## config.mk

```make
export PLATFORM = sky130hd
export DESIGN_NAME = uart_rx
export DESIGN_NICKNAME = d
export VERILOG_FILES = /design/src/rtl/uart_rx.sv
export SDC_FILE = /design/constraint.sdc
export NUM_CORES = 1
export LEC_CHECK = 0
export ABC_CLOCK_PERIOD_IN_PS = 5100
export CORE_ASPECT_RATIO = 0.8
export CORE_MARGIN = 3
export CORE_UTILIZATION = 60
export DETAILED_ROUTE_END_ITERATION = 10
export DONT_BUFFER_PORTS = 1
export PLACE_DENSITY_LB_ADDON = 0.15
export SLEW_MARGIN = 20
export SYNTH_ARGS = -nofsm -noshare
export SYNTH_HDL_FRONTEND = slang
export SYNTH_SLANG_ARGS = --single-unit
```

## constraint.sdc

```tcl
create_clock -name clk -period 5.1 [get_ports clk]
set_input_delay 0 -clock clk [delete_from_list [all_inputs] [get_ports clk]]
set_output_delay 0 -clock clk [all_outputs]
set_load 0.005 [all_outputs]
```

## src/rtl/uart_rx.sv

```systemverilog
// UART 8N1 receiver with a programmable bit period, a held-valid/ack byte interface,
// an overrun flag and a one-cycle framing-error pulse.
module uart_rx #(
   parameter logic [15:0] UART_SPEED_DEFAULT = 16'h186a
) (
   input  logic        clk,
   input  logic        reset,
   input  logic [15:0] data,
   input  logic        set,
   input  logic        rx,
   input  logic        ack,
   output logic [7:0]  rx_data,
   output logic        valid,
   output logic        overrun,
   output logic        frame_err,
   output logic        busy
);

   typedef enum logic [2:0] {IDLE, START, DATA, STOP, WAIT_HIGH} state_t;

   state_t      state, state_n;
   logic [15:0] cycles_per_bit;
   logic [15:0] counter, counter_n;
   logic [2:0]  bit_cnt, bit_cnt_n;
   logic [7:0]  shift, shift_n;
   logic        rx_meta, rx_s;
   logic        complete, stop_fail;
   logic [7:0]  rx_data_n;
   logic        valid_n, overrun_n;

   // The line idles high, so the synchroniser also resets high to avoid a false start bit.
   always_ff @(posedge clk) begin
      if (reset) begin
         rx_meta <= 1'b1;
         rx_s    <= 1'b1;
      end else begin
         rx_meta <= rx;
         rx_s    <= rx_meta;
      end
   end

   always_comb begin
      state_n   = state;
      counter_n = counter;
      bit_cnt_n = bit_cnt;
      shift_n   = shift;
      complete  = 1'b0;
      stop_fail = 1'b0;
      case (state)
         IDLE: begin
            if (!rx_s) begin
               state_n   = START;
               counter_n = 16'd0;
            end
         end
         START: begin
            if (counter == (cycles_per_bit >> 1)) begin
               counter_n = 16'd0;
               bit_cnt_n = 3'd0;
               state_n   = rx_s ? IDLE : DATA;
            end else begin
               counter_n = counter + 16'd1;
            end
         end
         DATA: begin
            if (counter == cycles_per_bit) begin
               shift_n[bit_cnt] = rx_s;
               counter_n        = 16'd0;
               if (bit_cnt == 3'd7) begin
                  state_n = STOP;
               end else begin
                  bit_cnt_n = bit_cnt + 3'd1;
               end
            end else begin
               counter_n = counter + 16'd1;
            end
         end
         STOP: begin
            if (counter == cycles_per_bit) begin
               counter_n = 16'd0;
               if (rx_s) begin
                  complete = 1'b1;
                  state_n  = IDLE;
               end else begin
                  stop_fail = 1'b1;
                  state_n   = WAIT_HIGH;
               end
            end else begin
               counter_n = counter + 16'd1;
            end
         end
         WAIT_HIGH: begin
            if (rx_s) begin
               state_n = IDLE;
            end
         end
         default: begin
            state_n   = IDLE;
            counter_n = 16'd0;
         end
      endcase

      // A divisor load abandons whatever frame was in flight without reporting it.
      if (set) begin
         state_n   = IDLE;
         counter_n = 16'd0;
         complete  = 1'b0;
         stop_fail = 1'b0;
      end
   end

   // A completing byte beats a simultaneous ack; the ack only decides whether it overran.
   always_comb begin
      rx_data_n = rx_data;
      valid_n   = valid;
      overrun_n = overrun;
      if (complete) begin
         rx_data_n = shift_n;
         valid_n   = 1'b1;
         overrun_n = valid && !ack;
      end else if (valid && ack) begin
         valid_n   = 1'b0;
         overrun_n = 1'b0;
      end
   end

   always_ff @(posedge clk) begin
      if (reset) begin
         state          <= IDLE;
         cycles_per_bit <= UART_SPEED_DEFAULT;
         counter        <= 16'd0;
         bit_cnt        <= 3'd0;
         shift          <= 8'd0;
         rx_data        <= 8'd0;
         valid          <= 1'b0;
         overrun        <= 1'b0;
         frame_err      <= 1'b0;
         busy           <= 1'b0;
      end else begin
         if (set) begin
            cycles_per_bit <= data;
         end
         state     <= state_n;
         counter   <= counter_n;
         bit_cnt   <= bit_cnt_n;
         shift     <= shift_n;
         rx_data   <= rx_data_n;
         valid     <= valid_n;
         overrun   <= overrun_n;
         frame_err <= stop_fail;
         busy      <= (state_n != IDLE);
      end
   end

endmodule

```

# Word level (Yosys, flattened, before mapping)
# Cells that the tools add are included.
# Widths: inputs -> output; s select.
[word_totals]
reg_bits = 60
in_bits = 21
word_cells = 74
[op_classes]
addsub = 2
n_lt_le_gt_ge = 2
n_eq_ne = 11
muxes = 31
bitwise = 3
n_reduce_logical = 13
[ops]
columns = ["op", "count"]
rows = [
  ["$pmux 16 s4", 1],
  ["$mux 16", 3],
  ["$mux 3", 11],
  ["$add 16x1->16 const B", 1],
  ["$eq 16x15->1", 1],
  ["$eq 16x16->1", 1],
  ["$mux 8", 2],
  ["$pmux 3 s5", 1],
  ["$mux 1", 9],
  ["$bwmux 8", 1],
  ["$ne 2x2->1 const B", 4],
  ["$eq 3x2->1 const B", 2],
  ["$eq 3x3->1 const B", 2],
  ["$pmux 3 s2", 1],
  ["$lt 3x4->1 const B", 1],
  ["$reduce_and 4->1", 1],
  ["$reduce_bool 2->1", 2],
  ["$reduce_or 2->1", 2],
  ["$reduce_or 4->1", 1],
  ["$add 3x1->3 const B", 1],
  ["$demux 1 s3", 1],
  ["$eq 3x1->1 const B", 1],
  ["$ge 3x1->1 const B", 1],
  ["$logic_and 1x1->1", 3],
  ["other kinds (6)", 8],
]

# Depth between registers and ports, before layout
[depth]
depth_word = 7
depth_mapped = 8
mapped_depth_nobuf = 6

# Worst setup path after synthesis
# No wires, ideal clock.
[synth_timing]
path_type = "register to register"
start = "register counter[0]"
end = "register shift[0]"
arrival_ns = 1.831
slack_ns = 3.141
stages_incl_launch_ff = 9
cell_sequence = "dfxtp_1 buf_2 xnor2_1 nand4_1 nor4_4 buf_4 and4bb_1 mux2i_1 nor2_1"
[synth_between]
elab_chain_cells = 3
[synth_lines]
columns = ["element", "line_no", "source"]
rows = [
  ["from (decl)", "23", "logic [15:0] counter, counter_n;"],
  ["from (signal assigned)", "144", "counter <= counter_n;"],
  ["$eq 16x16->1", "66", "if (counter == cycles_per_bit) begin"],
  ["$mux 8", "66", ""],
  ["$mux 8", "49", "case (state)"],
  ["to (signal assigned)", "146", "shift <= shift_n;"],
  ["to (decl)", "25", "logic [7:0] shift, shift_n;"],
]
# Every way passes these cells.
# A chain may end at the register's enable or synchronous reset.

# Worst setup path after layout
[layout_timing]
start = "register counter[9]"
end = "register overrun"
[layout_between]
elab_chain_cells = 5
[layout_lines]
columns = ["element", "line_no", "source"]
rows = [
  ["$eq 16x16->1 (*)", "79", "if (counter == cycles_per_bit) begin"],
  ["$mux 1 (*)", "79", ""],
  ["$mux 1 (*)", "49", ""],
  ["$mux 1 (*)", "104", "if (set) begin"],
  ["$mux 1 or $reduce_bool 2->1 (tied branches)", "--", ""],
  ["to (signal assigned)", "149", "overrun <= overrun_n;"],
  ["to (decl)", "14", "output logic overrun,"],
]
# Mark *: on every way between the ends. The rest lies on a longest branch, timed or not.

==> impl_results.md <==
* Min-delay src: set
* Status: finished, final reports clean
* Root buffer cell: clkbuf_8
* Vias per Instance at 5.86
* Fraction of registers with async set/reset at 0%
* Worst Setup Start Kind: flip-flop
* Post-route DRC violation count at 0
* Setup TNS at 0 ps
* Clock sink total at 60
* Synthesis Warnings at 0
* Worst Setup End Kind: flip-flop
* Min-Delay Path Class: in -> reg
* Initial DRC Count at 171
* CTS resizes at 0
* Share of cells above drive strength 1 at 8.81%
* RSZ-0062 raised after global routing: false
* EDFF count, synth at 0
* Cts hold-fix bufs at 33
* WS Path Type: reg -> reg
* Final worst path period need at 3220 ps
* Vias in the first global route at 2282
* I/O pin cnt at 33
* Gpl congestion at 0.867
* Routed WL at 6.96 mm
* Slew HR at 42.5%
* Pre-antenna DRT Iters at 4
* H-tree levels at 3
* Worst Hold Path EP: valid$_SDFFE_PP0P_
* Design area at 0.00345 mm²
* Required @ worst endpoint at 5380 ps
* Std-Cell Rows at 22
* Clk slew on worst S/H paths at 70 ps
* R2r setup slk at 1880 ps
* Port bufs at 0
* Clk buf depth at 2
* Reg-to-reg startpoint: counter[9]$_SDFFE_PP0P_
* RR Endpoint: overrun$_SDFFE_PP0P_
* Origin of the worst setup path: counter[9]$_SDFFE_PP0P_
* Share of the synthesized area in the top cell type at 40.9%
* Unique cell type count in the Yosys netlist at 48
* Final Cycle Share at 63.1%
* Final Power at 1.08 mW
* First-pass GRT wire length at 11.5 mm
* Lkg Pwr at 1.32 nW
* Initial antenna violation count at 0
* DIE AREA at 0.00578 mm²
* Most frequent cell after synthesis: nor2_1
* Wire per inst at 16.9 µm
* Syn-to-layout area delta at 17.4%
* # placed instances at 363
* Detailed-route via count at 2413
* Mapped cell area at 0.00294 mm²
* F_max at 0.311 GHz
* Hold Slack at 87.0 ps
* Layout Nets at 371
* Final setup violation count at 0
* Worst-path maximum fanout at 17
* Most used DFF post-synth: dfxtp_1
* Area of placed instances at 0.00291 mm²
* Post-DP HPWL at 4.13 mm
* Synth top cells by count: 62 x nor2_1, 60 x dfxtp_1, 36 x xnor2_1
* Synthesized area per cell at 9.04 µm²
* Worst-Skew Late Latency at 340 ps
* WHS Path Cells at 3
* Yosys reg bits at 60
* Arrival time worst endpoint at 3500 ps
* Worst r2r path cells at 7
* P per Cell Area at 314 mW/mm²
* Post-CTS Setup Bufs at 0
* Worst Skew at 9.74 ps
* Register area share after synthesis at 40.9%
* Slew @ Worst Pin at 855 ps
* Initial cell density of the core at 63.2%
* Largest net degree at the start of global routing at 41
* DIE WIDTH at 84.2 µm
* Synthesized netlist cell count at 325
* Cell taking the most area after synthesis: dfxtp_1
* Peak VDD IR at 0.308 mV
* Final hold viol count at 0
* Max-Cap Viols at 0
* Die Y at 68.6 µm
* GRT Total Usage at 25.7%
* Post-route ant nets at 0
* Final cell count without fillers at 412
* Core area at 0.00465 mm²
* Num CTS Buffers at 9
* CTS tree: built
* Largest cells by area after synthesis: dfxtp_1 41%, xnor2_1 11%, nor2_1 7.9%
* ANT cells at 0
* Syn Nets at 349
* Total grt overflow at 0
* Max-slew violation count at 0
-- cells by family (layout without fill, tap and decap cells) --
| family | after synthesis | in the layout | synth area share (%) |
|---|---|---|---|
| mux | 21 | 21 | 7.33 |
| flops | 60 | 60 | 40.9 |
| xor+xnor | 44 | 44 | 13.1 |
| simple gates | 147 | 147 | 26.2 |
| fa+ha+maj | 3 | 3 | 1.28 |
| compound gates | 24 | 24 | 7.07 |
| buf+inv | 26 | 53 | 4.09 |
-- cell usage in the layout, fill, tap and decap left out, drive strengths merged, types with 5 or more instances in the layout --
master,n
and3,5
xor2,8
nor3,14
nand3,15
a211o,6
nand4,12
mux2i,20
dfxtp,60
xnor2,36
nand2,9
inv,5
nor2b,7
nor2,63
dlygate4sd3,32
clkbuf,9
-- power by group --
| part | switching, mW | leakage [nW] | internal, mW |
|---|---|---|---|
| Clock | 0.204 | 0.0958 | 0.228 |
| Sequential | 0.0362 | 0.488 | 0.487 |
| Combinational | 0.0618 | 0.732 | 0.0651 |
-- state kept, by name (all words and copies together) (netlist names) --
name            flops
cycles_per_bit     16
shift               8
rx_meta             1
counter            16
overrun             1
state               3
bit_cnt             3
valid               1
frame_err           1
busy                1
rx_data             8
rx_s                1
-- stage by stage --
stage	util, %	setup WS [ps]
global placement	62.5	2580
floorplan	-	3140
global route	74.1	1720
finish	74.1	1880
CTS	74.1	1970
detailed placement	62.5	2490
-- per-layer routing --
| metal | up-vias | share of wire (%) | track usage, % |
|---|---|---|---|
| met5 | - | 0 | 0 |
| met4 | 0 | 1.6 | 8.23 |
| met3 | 12 | 7.0 | 8.31 |
| met2 | 99 | 44 | 39.2 |
| met1 | 1141 | 47 | 34.9 |
| li1 | 1161 | - | - |
-- final cells by class --
cell class	instances	area (µm²)
Clock buffer	9	124
Sequential cell	60	1200
Multi-Input combinational cell	239	1620
Inverter	4	15.0
Timing Repair Buffer	33	340
Tap cell	60	75.1
Fill cell	323	1200
Clock inverter	7	76.3
-- how the worst max path moves through the flow --
stage          slack (ps)  cells after the start                    to
6_report             1880                      7  overrun$_SDFFE_PP0P_
5_1_grt              1720                      7  overrun$_SDFFE_PP0P_
4_1_cts              1970                      7  overrun$_SDFFE_PP0P_
3_5_place_dp         2490                      6  overrun$_SDFFE_PP0P_
2_1_floorplan        3140                      8   shift[0]$_SDFF_PP0_
3_3_place_gp         2580                      6  overrun$_SDFFE_PP0P_
-- critical path: stages (launching register included) --
cell and delay [ps]:
dfxtp_1 520, xnor2_1 190, nand4_1 180, nor4_4 790, and4_1 540, nand2_1 120
a221oi_2 240, dlygate4sd3_1 580
Power figures use the tool's default switching activity.
